[config.mk]
export PLATFORM = sky130hd
export DESIGN_NAME = d5m_frame_gen
export DESIGN_NICKNAME = d
export VERILOG_FILES = /design/src/rtl/generic_pack.sv /design/src/rtl/d5m_pattern_lfsr.sv /design/src/rtl/d5m_frame_gen.sv
export SDC_FILE = /design/constraint.sdc
export NUM_CORES = 1
export LEC_CHECK = 0
export ABC_AREA = 1
export BUFFER_PORTS_ARGS = -buffer_cell sky130_fd_sc_hd__buf_2
export CAP_MARGIN = 15
export CELL_PAD_IN_SITES_DETAIL_PLACEMENT = 0
export CELL_PAD_IN_SITES_GLOBAL_PLACEMENT = 1
export CORE_UTILIZATION = 47
export CTS_CLUSTER_DIAMETER = 100
export DETAILED_ROUTE_END_ITERATION = 10
export PLACE_DENSITY_LB_ADDON = 0.25
export SETUP_SLACK_MARGIN = 0.2
export SLEW_MARGIN = 20
export SYNTH_ARGS = -nofsm -noshare
export SYNTH_HDL_FRONTEND = slang
export SYNTH_SLANG_ARGS = --single-unit
export TNS_END_PERCENT = 10
[constraint.sdc]
create_clock -name pixclk -period 3.3 [get_ports pixclk]
set_input_delay 0.165 -clock pixclk [delete_from_list [all_inputs] [get_ports pixclk]]
set_output_delay 0.165 -clock pixclk [all_outputs]
set_load 0.005 [all_outputs]
[src/rtl/generic_pack.sv]
// Shared types and constants for the D5M frame source: FSM state encoding,
// Bayer colour levels, LFSR seed and test-pattern select codes.
package generic_pack;

   typedef enum logic [2:0] {
      IDLE   = 3'd0,
      FSTART = 3'd1,
      ACTIVE = 3'd2,
      HBLANK = 3'd3,
      FEND   = 3'd4,
      VBLANK = 3'd5
   } d5m_state_t;

   localparam logic [11:0] BAYER_G = 12'h400;
   localparam logic [11:0] BAYER_R = 12'h800;
   localparam logic [11:0] BAYER_B = 12'h200;

   localparam logic [15:0] LFSR_SEED = 16'hACE1;

   localparam logic [1:0] PAT_RAMP  = 2'd0;
   localparam logic [1:0] PAT_BAYER = 2'd1;
   localparam logic [1:0] PAT_CHECK = 2'd2;
   localparam logic [1:0] PAT_LFSR  = 2'd3;

   // Counter width for a 0..n-1 count; never narrower than one bit.
   function automatic int cnt_width(input int n);
      return (n < 2) ? 1 : $clog2(n);
   endfunction

endpackage

[src/rtl/d5m_pattern_lfsr.sv]
// 16-bit Fibonacci LFSR (x^16+x^14+x^13+x^11+1) for the pseudo-random test
// pattern; built only when D5M_FRAME_GEN_LFSR_EN is defined.
module d5m_pattern_lfsr
   import generic_pack::*;
(
   input  logic        pixclk,
   input  logic        reset,
   input  logic        load,
   input  logic        advance,
   output logic [15:0] state
);

   logic [15:0] r_state;
   logic        w_feedback;

   assign w_feedback = r_state[0] ^ r_state[2] ^ r_state[3] ^ r_state[5];

   // NOTE: sequential state uses non-blocking assignments so every flop
   // samples pre-edge values regardless of process evaluation order.
   always_ff @(posedge pixclk or posedge reset) begin
      if (reset) begin
         r_state <= LFSR_SEED;
      end else if (load) begin
         r_state <= LFSR_SEED;
      end else if (advance) begin
         r_state <= {w_feedback, r_state[15:1]};
      end
   end

   assign state = r_state;

endmodule

[src/rtl/d5m_frame_gen.sv]
// D5M sensor-side frame source: ifval/ilval/idata raster with programmable
// geometry and test patterns. Define D5M_FRAME_GEN_LFSR_EN for the LFSR pattern.
module d5m_frame_gen
   import generic_pack::*;
#(
   parameter int DATA_WIDTH = 12,
   parameter int ACT_COLS   = 64,
   parameter int ACT_ROWS   = 48,
   parameter int H_BLANK    = 16,
   parameter int V_BLANK    = 32,
   parameter int FV_LV      = 4
) (
   input  logic                  pixclk,
   input  logic                  reset,
   input  logic                  enable,
   input  logic [1:0]            pattern_sel,
   output logic                  ifval,
   output logic                  ilval,
   output logic [DATA_WIDTH-1:0] idata,
   output logic                  frame_done,
   output logic [15:0]           frame_count
);

   localparam int HV_MAX = (H_BLANK > V_BLANK) ? H_BLANK : V_BLANK;
   localparam int PH_MAX = (HV_MAX > FV_LV) ? HV_MAX : FV_LV;
   localparam int COL_W  = cnt_width(ACT_COLS);
   localparam int ROW_W  = cnt_width(ACT_ROWS);
   localparam int CNT_W  = cnt_width(PH_MAX);

   localparam logic [COL_W-1:0] COL_LAST = COL_W'(ACT_COLS - 1);
   localparam logic [ROW_W-1:0] ROW_LAST = ROW_W'(ACT_ROWS - 1);
   localparam logic [CNT_W-1:0] FV_LAST  = CNT_W'(FV_LV - 1);
   localparam logic [CNT_W-1:0] HB_LAST  = CNT_W'(H_BLANK - 1);
   localparam logic [CNT_W-1:0] VB_LAST  = CNT_W'(V_BLANK - 1);

   d5m_state_t            r_state, w_state_nxt;
   logic [COL_W-1:0]      r_col, w_col_nxt;
   logic [ROW_W-1:0]      r_row, w_row_nxt;
   logic [CNT_W-1:0]      r_cnt, w_cnt_nxt;
   logic [1:0]            r_pat;
   logic                  w_start;
   logic [DATA_WIDTH-1:0] w_pix;
   logic [DATA_WIDTH-1:0] w_ramp;
   logic                  w_check;

   logic                  r_ifval, r_ilval, r_frame_done;
   logic [DATA_WIDTH-1:0] r_idata;
   logic [15:0]           r_frame_count;

   // NOTE: every always_comb output gets a default before the case so no
   // path leaves a signal unassigned, which would infer a latch.
   always_comb begin
      w_state_nxt = r_state;
      w_col_nxt   = r_col;
      w_row_nxt   = r_row;
      w_cnt_nxt   = r_cnt;
      w_start     = 1'b0;
      unique case (r_state)
         IDLE: begin
            if (enable) w_start = 1'b1;
         end
         FSTART: begin
            if (r_cnt == FV_LAST) begin
               w_state_nxt = ACTIVE;
               w_cnt_nxt   = '0;
            end else begin
               w_cnt_nxt = r_cnt + CNT_W'(1);
            end
         end
         ACTIVE: begin
            if (r_col == COL_LAST) begin
               w_col_nxt   = '0;
               w_state_nxt = (r_row == ROW_LAST) ? FEND : HBLANK;
            end else begin
               w_col_nxt = r_col + COL_W'(1);
            end
         end
         HBLANK: begin
            if (r_cnt == HB_LAST) begin
               w_state_nxt = ACTIVE;
               w_cnt_nxt   = '0;
               w_row_nxt   = r_row + ROW_W'(1);
            end else begin
               w_cnt_nxt = r_cnt + CNT_W'(1);
            end
         end
         FEND: begin
            if (r_cnt == FV_LAST) begin
               w_state_nxt = VBLANK;
               w_cnt_nxt   = '0;
            end else begin
               w_cnt_nxt = r_cnt + CNT_W'(1);
            end
         end
         VBLANK: begin
            if (r_cnt == VB_LAST) begin
               w_cnt_nxt = '0;
               if (enable) w_start = 1'b1;
               else        w_state_nxt = IDLE;
            end else begin
               w_cnt_nxt = r_cnt + CNT_W'(1);
            end
         end
         default: w_state_nxt = IDLE;
      endcase
      // Frame start (from IDLE or end of VBLANK) always clears the raster.
      if (w_start) begin
         w_state_nxt = FSTART;
         w_col_nxt   = '0;
         w_row_nxt   = '0;
         w_cnt_nxt   = '0;
      end
   end

`ifdef D5M_FRAME_GEN_LFSR_EN
   logic [15:0] w_lfsr;

   d5m_pattern_lfsr u_lfsr (
      .pixclk  (pixclk),
      .reset   (reset),
      .load    (w_start),
      .advance (r_state == ACTIVE),
      .state   (w_lfsr)
   );
`endif

   assign w_ramp  = DATA_WIDTH'(32'(r_row) + 32'(r_col));
   assign w_check = 1'((32'(r_col) ^ 32'(r_row)) >> 3);

   always_comb begin
      w_pix = w_ramp;
      unique case (r_pat)
         PAT_BAYER: begin
            if (!r_row[0]) w_pix = r_col[0] ? DATA_WIDTH'(BAYER_R) : DATA_WIDTH'(BAYER_G);
            else           w_pix = r_col[0] ? DATA_WIDTH'(BAYER_G) : DATA_WIDTH'(BAYER_B);
         end
         PAT_CHECK: w_pix = w_check ? '1 : '0;
`ifdef D5M_FRAME_GEN_LFSR_EN
         PAT_LFSR:  w_pix = DATA_WIDTH'(w_lfsr);
`else
         PAT_LFSR:  w_pix = w_ramp;
`endif
         default:   w_pix = w_ramp;
      endcase
   end

   // Outputs are registered from the current state, so they trail the FSM by
   // one cycle and each state's dwell maps directly onto its output interval.
   always_ff @(posedge pixclk or posedge reset) begin
      if (reset) begin
         r_state       <= IDLE;
         r_col         <= '0;
         r_row         <= '0;
         r_cnt         <= '0;
         r_pat         <= PAT_RAMP;
         r_ifval       <= 1'b0;
         r_ilval       <= 1'b0;
         r_idata       <= '0;
         r_frame_done  <= 1'b0;
         r_frame_count <= '0;
      end else begin
         r_state      <= w_state_nxt;
         r_col        <= w_col_nxt;
         r_row        <= w_row_nxt;
         r_cnt        <= w_cnt_nxt;
         if (w_start) r_pat <= pattern_sel;
         r_ifval      <= (r_state == FSTART) || (r_state == ACTIVE) ||
                         (r_state == HBLANK) || (r_state == FEND);
         r_ilval      <= (r_state == ACTIVE);
         r_idata      <= (r_state == ACTIVE) ? w_pix : '0;
         r_frame_done <= (r_state == VBLANK) && (r_cnt == '0);
         if ((r_state == VBLANK) && (r_cnt == '0)) r_frame_count <= r_frame_count + 16'd1;
      end
   end

   assign ifval       = r_ifval;
   assign ilval       = r_ilval;
   assign idata       = r_idata;
   assign frame_done  = r_frame_done;
   assign frame_count = r_frame_count;

endmodule

# After elaboration in Yosys (flattened, before gate mapping)
# Cells that the tools add are included.
totals:
  register_bits: 53
  input_bits: 5
  out_inout_bits: 31
  wordCells: 77
op_classes:
  n_addsub: 5
  eq_ne: 19
  mux: 29
  bitwise_logic: 1
  reduce_logical: 13
ops:
  columns: ["cell", "n"]
  rows:
  - ["$mux 12", 4]
  - ["$mux 6", 6]
  - ["$mux 3", 8]
  - ["$pmux 12 s2", 1]
  - ["$mux 5", 4]
  - ["$ne 3x3->1 const B", 6]
  - ["$pmux 3 s6", 1]
  - ["$add 16x1->16 const B", 1]
  - ["$pmux 5 s3", 1]
  - ["$add 6x1->6 const B", 2]
  - ["$eq 6x6->1 const B", 2]
  - ["$mux 11", 1]
  - ["$add 6x6->7", 1]
  - ["$reduce_and 7->1", 1]
  - ["$eq 3x2->1 const B", 2]
  - ["$eq 3x3->1 const B", 2]
  - ["$reduce_bool 2->1", 3]
  - ["$add 5x1->5 const B", 1]
  - ["$eq 5x2->1 const B", 1]
  - ["$eq 5x4->1 const B", 1]
  - ["$eq 5x5->1 const B", 1]
  - ["$logic_not 5->1", 1]
  - ["$reduce_bool 4->1", 1]
  - ["$xor 4x4->4", 1]
  - ["11 further kinds", 14]

# Logic depth before layout (Yosys ltp)
# Gate-level depths: netlist (run 1).
depth:
  ltp_word: 5
  mapped_depth: 13

# Worst setup path before layout (run 1)
# No wires, ideal clock.
synth_timing:
  path_type: "reg2reg"
  start: "reg r_cnt[0]"
  end: "reg r_row[5]"
  setup_time_ns: 0.121
  arrival_time_ns: 1.623
  required_time_ns: 3.179
  path_slack_ns: 1.556
  path_stages_with_launch: 14
  path_buffers: 0
  synth_period_minus_slack_ns: 1.744
  path_cell_list: "dfrtp_1 > ha_1 > nand2_1 > nor2_1 > ha_1 > nand2_1 > inv_1 > nand3_2 > nand2_4 > inv_4 > o21ai_4 > inv_2 > nand2_1 > o21ai_1"
synth_between:
  elab_chain_cells: 5
synth_lines:
  columns: ["item", "line_no", "text"]
  rows:
  - ["from (decl)", "d5m_frame_gen.sv:39", "logic [CNT_W-1:0] r_cnt, w_cnt_nxt;"]
  - ["from (signal assigned)", "d5m_frame_gen.sv:165", "r_cnt <= w_cnt_nxt;"]
  - ["$eq 5x5->1", "d5m_frame_gen.sv:96", "if (r_cnt == VB_LAST) begin"]
  - ["$mux 1", "d5m_frame_gen.sv:96", null]
  - ["$pmux 1 s2", "d5m_frame_gen.sv:58", "unique case (r_state)"]
  - ["$reduce_bool 2->1 (no source line)", null, null]
  - ["$reduce_and 2->1 (no source line)", null, null]
  - ["to (signal assigned)", "d5m_frame_gen.sv:164", "r_row <= w_row_nxt;"]
  - ["to (decl)", "d5m_frame_gen.sv:38", "logic [ROW_W-1:0] r_row, w_row_nxt;"]
# Several ways; a longest one is shown, not always the timed one.
# A chain may end at the register's enable or synchronous reset.

# Worst setup path in the final report (run 1)
layout_timing:
  start: "reg r_cnt[1]"
  end: "reg r_row[5]"
# Same word-level chain as after synthesis.

==> metrics.txt, run 1 <==
setup TNS=0 ns; Post-Synth Adder-Cell Area=7.89%; post-CTS resize count=0; setup repair after global routing missed its margin=false; Post-synth ARST share=100%; Detailed Route Iter0 Violations=92; worst-margin pin slew=0.891 ns; final cycle utilization of the critical path=62.0%; drc violations=0; setup bufs post-CTS=0; Max Cap Viol=0; CP max stage cell=dfrtp_1; Total Routing Usage GR=19.3%; maximum clock path buffer count=2; final setup fails=0; Die Span Y=83.3 um; fin crit period=2.04 ns; Post-synth EDFFs=0; WL/cell=12.4 um; Pre-antenna DRT Iters=4; xor and xnor fraction of the mapped netlist area=5.63%; Top delay family on crit path=simple AND/OR/NAND/NOR gates; syn avg cell area=7.89 um2; drt via density=5.08; crit path DAT=2.24 ns; leakage power=1.81 nW; TritonCTS clock tree=done; RePlAce Congestion=0.866; Seq cells post-synth=52; num rows=29; full die area=6940 um2; grt ovf=0; Die Width=83.3 um; crit end category=flip-flop; main flop type after synthesis=dfrtp_1; proportion of layout cells with a drive suffix above 1=14.1%; hold bufs inserted after CTS=0; clock sink total=52; Mapped Nets=418; nets=455; Initial Utilization=49.0%; Post-DRT Antenna Nets=0; Mapped Area=3110 um2; total chip power=2.41 mW; Core Region=6350 um2; cell count after synthesis=394; CTS clk-pin slew, worst paths=0.09 ns; largest net degree at the start of global routing=53; Req. time, crit path=3.50 ns; depth of the CTS H-tree=2; Final Hold Violating Endpoints=0; multiplexer area fraction after synthesis=0%; non-filler cells, final=509; Worst Skew=0.00492 ns; first-pass GRT wire length=10.8 mm; CTS Buf Count=5; worst skew pair latency=0.30 ns; worst vdd ir=0.374 mV; worst path buffer plus inverter count=3; vias in the first global route=2313; filler cell count=624; DP Cell Count=501; Power Dens Cells=696 nW/um2; Crit path top cell by count=nand2_1; crit-path max FO=12; Via Count=2584; design area=3460 um2; Max Fclk=0.489 GHz; crit path kind=flip-flop to flip-flop; DP Wirelength=4.74 mm; CP Launch Type=flip-flop; aggregate routed wire length=6.31 mm; number of distinct library cells after synthesis=35; worst path cell trace=ha_1, nand2_1, nor2_1, ha_1, nand2_1, inv_1, nand3_2, nand2_4, inv_4, o21ai_4, inv_2, nand2_1, o21ai_1; area post-placement=3350 um2; initial antenna violation count=0; register area share after synthesis=41.9%; status=complete, no violations; IO Port Bufs=35; max incr delay on CP=0.39 ns; Root Driver=clkbuf_8; yosys warns=0; Hold Path Class=input pin to asynchronous set/reset pin; max-slew violations=0; area delta synth->final=11.3%; # IOs=36; ANT cells=0; Compound-Gate Fraction of Synth Area=6.84%; combinational family with the most area after synthesis=simple AND/OR/NAND/NOR gates; Worst slew margin=40.5%; Post-Synth Simple-Gate Area=30.2%
==> worst paths after layout <==
kind,startpoint,end,slack (ns),depth (start not counted)
max,r_cnt[1],r_row[5],1.26,13
min,reset,frame_done,0.02,2
max reg2reg,r_cnt[1],r_row[5],1.26,13
min reg2reg,frame_count[5],frame_count[5],0.52,1
max in group asynchronous,reset,r_cnt[4],2.76,2
min in group pixclk,pattern_sel[0],r_pat[0],0.07,3
==> routing by layer <==
layer | up-vias | wire length [um] | part of all wire, % | GRT usage [%]
li1 | 1336 | - | - | -
met1 | 1200 | 3100 | 49 | 26.6
met2 | 41 | 2950 | 47 | 31.6
met3 | 7 | 192 | 3.0 | 3.28
met4 | 0 | 63 | 1.0 | 4.86
met5 | - | 0 | 0 | 0
==> cell type report <==
type / instances / area, um2 / area share (%)
clock inverters: 3 / 42.5 / 1.23
flip-flops and latches: 52 / 1300 / 37.6
repair buffers: 36 / 183 / 5.28
inverters: 52 / 199 / 5.75
well taps: 77 / 96.3 / 2.78
multi-input cells: 284 / 1570 / 45.4
clock buffers: 5 / 68.8 / 1.99
==> cells by family after synthesis <==
| kind of cell | after synthesis |
|---|---|
| xor+xnor | 20 |
| flops | 52 |
| compound gates | 37 |
| simple gates | 208 |
| buf+inv | 58 |
| fa+ha+maj | 19 |
==> Yosys cell counts, types with 2 or more instances <==
cell,number,area (um2)
a211oi_1,3,22.5
a21oi_1,9,45.0
buf_4,2,15.0
clkbuf_1,2,7.51
dfrtp_1,52,1300
ha_1,18,225
inv_1,47,176
inv_2,4,15.0
nand2_1,102,383
nand3_1,39,195
nand3_2,2,20.0
nand3b_1,3,22.5
nand4_1,11,68.8
nor2_1,39,146
nor3_1,4,20.0
o21ai_0,19,95.1
o21ai_1,2,10.0
xnor2_1,6,52.6
xor2_1,14,123
==> cell usage in the layout (no fill, tap or decap), types with 2 or more instances in the layout <==
cell type and count:
nand2_1 102, xor2_1 14, inv_1 46, o21ai_1 2, nand3_2 2, nand4_1 11, buf_2 35, nor2_1 39
nand3_1 39, dfrtp_1 52, a21oi_1 9, inv_2 4, clkinv_2 2, ha_1 18, nor3_1 4, nand3b_1 3
a211oi_1 3, xnor2_1 6, clkbuf_8 5, o21ai_0 19
==> flip-flops by register name (all words and copies together), names as in the netlist <==
name and flops:
frame_count 16, frame_done 1, idata 11, ifval 1, ilval 1, r_cnt 5
r_col 6, r_pat 2, r_row 6, r_state 3
==> per-stage QoR <==
step	hold slack [ns]	utilization (%)	setup slack, ns
after floorplan	0.286	-	1.56
after global placement	0.381	52.7	1.36
after detailed placement	0.388	52.7	1.27
after CTS	0.0704	54.5	1.25
after global routing	0.0874	54.5	1.03
final	0.0158	54.5	1.26
==> worst register-to-register path: cells and delay by family (launching register included) <==
family / cells / cell delay [ns]
DFF: 1 / 0.39
AOI/OAI and AO/OA: 2 / 0.18
adders and majority gates: 2 / 0.43
buffers and inverters: 3 / 0.26
and+or+nand+nor: 6 / 0.70
==> where the power goes <==
| part | total (mW) | internal, mW | switching, mW |
|---|---|---|---|
| logic | 1.04 | 0.390 | 0.650 |
| registers | 0.939 | 0.789 | 0.150 |
| clock network | 0.432 | 0.225 | 0.207 |
No activity file was read; power rests on OpenSTA's default activity.
==> run 2, diff against run 1 <==
- CORE_UTILIZATION: 47 -> 39
- clock period: 3.3 -> 1.8 ns (I/O delays scaled with it)
==> run 2 against run 1 <==
First-iteration DRC count shrank 4.3%. Sequential power grew 82%. Die area grew 20%. Cell area grew 9.1%. Maximum frequency grew 21%. Non-clock buffer count grew 24. Count of clock-buffer cells in the layout grew 1. Highest routed layer unchanged. Power grew 91%. Setup slack lost 1.1 ns. Sequential share of layout area shrank 3.1 points. Critical path type unchanged. Largest cell class unchanged. Hold slack gained 0.26 ns. Global-route usage shrank 1.1 points.
==> metrics.txt, run 2 (same netlist as run 1, synthesis figures left out) <==
status=complete, no violations; fin crit period=1.69 ns; CTS Buf Count=5; clock sink total=52; Total Routing Usage GR=18.2%; worst vdd ir=0.575 mV; Initial Utilization=40.2%; area post-placement=3510 um2; Die Width=91.3 um; proportion of layout cells with a drive suffix above 1=20.3%; Worst slew margin=71.9%; maximum clock path buffer count=2; # IOs=36; IO Port Bufs=35; crit-path max FO=5; final setup fails=0; largest net degree at the start of global routing=37; area delta synth->final=21.4%; aggregate routed wire length=6.92 mm; vias in the first global route=2582; Max Fclk=0.591 GHz; TritonCTS clock tree=done; design area=3780 um2; Die Span Y=91.3 um; max-slew violations=0; CTS clk-pin slew, worst paths=0.10 ns; initial antenna violation count=0; Via Count=2674; full die area=8330 um2; ANT cells=0; Pre-antenna DRT Iters=4; crit end category=flip-flop; crit path kind=flip-flop to flip-flop; Root Driver=clkbuf_8; Core Util, Final=48.9%; RePlAce Congestion=0.818; total chip power=4.60 mW; Max Cap Viol=0; WL/cell=12.4 um; drc violations=0; Core Region=7730 um2; Post-DRT Antenna Nets=0; nets=481; DP Wirelength=5.16 mm; max reg flops=16; Worst Skew=0.00851 ns; setup TNS=0 ns; leakage power=1.95 nW; most common cell after layout, fill and taps aside=nand2_1; Final Hold Violating Endpoints=0; CP Launch Type=flip-flop; final cycle utilization of the critical path=94.1%; drt via density=4.78; num rows=32; Req. time, crit path=2.00 ns; worst-margin pin slew=0.419 ns; crit path DAT=1.89 ns; first-pass GRT wire length=12.1 mm; Power Dens Cells=1220 nW/um2; Hold Path Class=input pin to flip-flop; Detailed Route Iter0 Violations=88; grt ovf=0; depth of the CTS H-tree=2; worst skew pair latency=0.31 ns; setup slack, reg-to-reg=0.11 ns; setup repair after global routing missed its margin=true; most frequent cells in the layout=100 x nand2_1, 51 x dfrtp_1, 44 x inv_1
run 2: metrics by stage:
step,instances,hold WS (ns),setup WS (ns)
floorplan,394,0.211,0.0810
global placement,539,0.0932,0.0513
detailed placement,539,0.0994,-0.0206
CTS,557,0.267,0.0578
global route,560,0.323,0.0137
finish,560,0.278,0.107
run 2: path summary, 6_finish.rpt:
path,start,endpoint,cells after the start
hold reg to reg,frame_count[5],frame_count[5],1
max in group asynchronous,reset,r_state[2],4
setup / recovery,r_cnt[0],r_row[5],13
hold / removal,enable,r_state[0],6
setup reg to reg,r_cnt[0],r_row[5],13
min in group asynchronous,reset,idata[8],3
run 2: timing repair:
| item | CTS | global route |
|---|---|---|
| resized for setup | 10 | 8 |
| hold buffers | 3 | 0 |
| pin swaps | 4 | 5 |
| setup buffers | 5 | 3 |
| hold endpoints to repair | 18 | 0 |
| endpoints found under the setup margin | 25 | 42 |
| cloned | 2 | 0 |
run 2: cell type report:
| class | count | area, um2 |
|---|---|---|
| Clock buffer | 6 | 72.6 |
| Clock inverter | 2 | 16.3 |
| Fill cell | 751 | 3950 |
| Inverter | 52 | 203 |
| Multi-Input combinational cell | 285 | 1650 |
| Sequential cell | 52 | 1300 |
| Tap cell | 102 | 128 |
| Timing Repair Buffer | 60 | 399 |
| Timing Repair inverter | 1 | 6.26 |
run 2: power breakdown:
part	switching, mW	internal, mW
Clock	0.425	0.278
Combinational	1.30	0.888
Sequential	0.265	1.45
Total	1.99	2.61
run 2: critical path: stages, from the launching register on:
cell and delay (ns):
dfrtp_1 0.41, ha_4 0.17, nand2_4 0.05, nor2_4 0.11, ha_4 0.15, nand2_2 0.05
inv_2 0.07, nand3_4 0.11, nand2_8 0.13, inv_8 0.05, o21ai_4 0.08, inv_2 0.08
nand2_1 0.06, o21ai_1 0.06
run 2: per-layer routing:
| metal | up-vias | share of wire, % | global-route usage, % |
|---|---|---|---|
| met5 | - | 0 | 0 |
| met4 | 0 | 1.1 | 5.56 |
| met3 | 6 | 2.7 | 3.10 |
| met2 | 45 | 47 | 30.5 |
| met1 | 1224 | 50 | 24.1 |
| li1 | 1399 | - | - |
==> run 3, diff against run 2 <==
- REMOVE_ABC_BUFFERS: default -> 1
==> run 3 against run 2 <==
Critical path depth did not move. Global-route usage fell by 0.13 points. Cell count rose by 0.18%. Cell area rose by 4.6%. Hold slack got worse by 0.0040 ns. Critical path type unchanged.
==> metrics.txt, run 3 (same netlist as run 1, synthesis figures left out) <==
status=complete, no violations; Max Fclk=0.594 GHz; Die Span Y=91.3 um; Power Dens Cells=1260 nW/um2; RePlAce Congestion=0.845; Detailed Route Iter0 Violations=165; Hold Path Class=input pin to asynchronous set/reset pin; Pre-antenna DRT Iters=4; max incr delay on CP=0.37 ns; # IOs=36; CTS clk-pin slew, worst paths=0.09 ns; leakage power=1.97 nW; Via Count=2713; aggregate routed wire length=6.96 mm; proportion of layout cells with a drive suffix above 1=26.4%; total chip power=4.99 mW; Int Pwr=2.90 mW; Worst slew margin=71.7%; worst path cell trace=ha_2, nand2_2, nor2_4, ha_4, nand2_4, inv_2, nand3_4, nand2_4, inv_8, o21ai_4, inv_2, nand2_1, o21ai_1; num rows=32; Comb pwr share=49.6%; clock sink total=52; Fin Hold WS=0.274 ns; Core Region=7730 um2; fin crit period=1.68 ns; worst setup path start=r_cnt[0]; Die Width=91.3 um; final cycle utilization of the critical path=93.5%; vias in the first global route=2606; crit path kind=flip-flop to flip-flop; Psw=2.10 mW; worst-margin pin slew=0.422 ns; crit path DAT=1.87 ns; area post-placement=3510 um2; largest net degree at the start of global routing=39; worst path buffer plus inverter count=3; depth of the CTS H-tree=2; Req. time, crit path=1.99 ns; Root Driver=clkbuf_8; ANT cells=0; max-slew violations=0; clock power share=15.9%; crit-path max FO=6; WL/cell=12.4 um; worst skew pair latency=0.30 ns; Top delay family on crit path=simple AND/OR/NAND/NOR gates; maximum clock path buffer count=2; final setup fails=0; crit end category=flip-flop; setup repair after global routing missed its margin=true; IO Port Bufs=35; area delta synth->final=27.1%; power share of the sequential group=34.5%; TritonCTS clock tree=done; most common cell after layout, fill and taps aside=nand2_1; r2r startpoint=r_cnt[0]; Post-DRT Antenna Nets=0; drc violations=0; Worst Skew=0.0129 ns; worst vdd ir=0.589 mV; switch share=42.0%; CTS Buf Count=5; CP max stage cell=dfrtp_1; DP Wirelength=5.10 mm; nets=482; grt ovf=0; Total Routing Usage GR=18.1%; Final Hold Violating Endpoints=0; design area=3950 um2; full die area=8330 um2; drt via density=4.84; Max Cap Viol=0; max reg flops=16; first-pass GRT wire length=12.2 mm; Core Util, Final=51.1%; CP Launch Type=flip-flop; most frequent cells in the layout=97 x nand2_1, 49 x dfrtp_1, 43 x inv_1; initial antenna violation count=0; Initial Utilization=40.2%; setup TNS=0 ns
[run 3: changes by cell type in the layout (fill, tap and decap cells not counted), sizes merged]
| cell | previous run | this run |
|---|---|---|
| buf | 57 | 59 |
| bufinv | 0 | 1 |
| clkinvlp | 1 | 0 |
| inv | 53 | 52 |
[run 3: routing by layer]
layer / vias up / wire length (um) / global-route usage, % / share of wire [%]
met5: - / 0 / 0 / 0
met4: 0 / 38 / 5.29 / 0.55
met3: 2 / 226 / 2.35 / 3.2
li1: 1390 / - / - / -
met1: 1274 / 3450 / 25.8 / 50
met2: 47 / 3240 / 28.7 / 47
[run 3: layout make-up]
type | count | area, um2
multi-input combinational | 285 | 1780
sequential | 52 | 1310
clock buffer | 6 | 72.6
inverter | 52 | 203
tap | 102 | 128
fill | 758 | 3780
clock inverter | 2 | 35.0
timing repair buffer | 62 | 427
[run 3: final timing paths]
| check | endpoint | slack [ns] | depth (start not counted) |
|---|---|---|---|
| max in group asynchronous | r_col[3] | 1.01 | 4 |
| min | r_pat[0] | 0.27 | 3 |
| min in group pixclk | r_state[1] | 0.28 | 5 |
| min reg2reg | frame_count[5] | 0.53 | 1 |
| max | r_row[5] | 0.12 | 13 |
| max reg2reg | r_row[5] | 0.12 | 13 |
[run 3: through the flow]
step,setup slack [ns],cells
detailed placement,-0.0831,540
floorplan,0.0283,388
CTS,0.0931,560
global placement,0.0126,540
finish,0.116,561
global route,-0.00365,561
[run 3: worst reg2reg max path, stage by stage, from the launching register on]
cell and delay (ns):
dfrtp_1 0.37, ha_2 0.20, nand2_2 0.07, nor2_4 0.12
ha_4 0.16, nand2_4 0.05, inv_2 0.06, nand3_4 0.09
nand2_4 0.12, inv_8 0.05, o21ai_4 0.08, inv_2 0.09
nand2_1 0.06, o21ai_1 0.06
[run 3: repair_timing]
action | in CTS | in global routing
gates cloned | 1 | 0
setup buffers | 8 | 1
resized for setup | 13 | 50
setup endpoints to repair | 28 | 42
pin swaps | 5 | 16
hold buffers | 3 | 0
endpoints found under the hold margin | 16 | 0
[run 3: power by group through the flow]
stage          Sequential (mW)  Clock [mW]  Combinational, mW
2_1_floorplan             1.69           0               1.44
6_report                  1.72       0.792               2.48
3_3_place_gp              1.71           0               2.08
3_5_place_dp              1.71           0               2.10
4_1_cts                   1.69       0.826               2.20
5_1_grt                   1.77       0.874               2.83
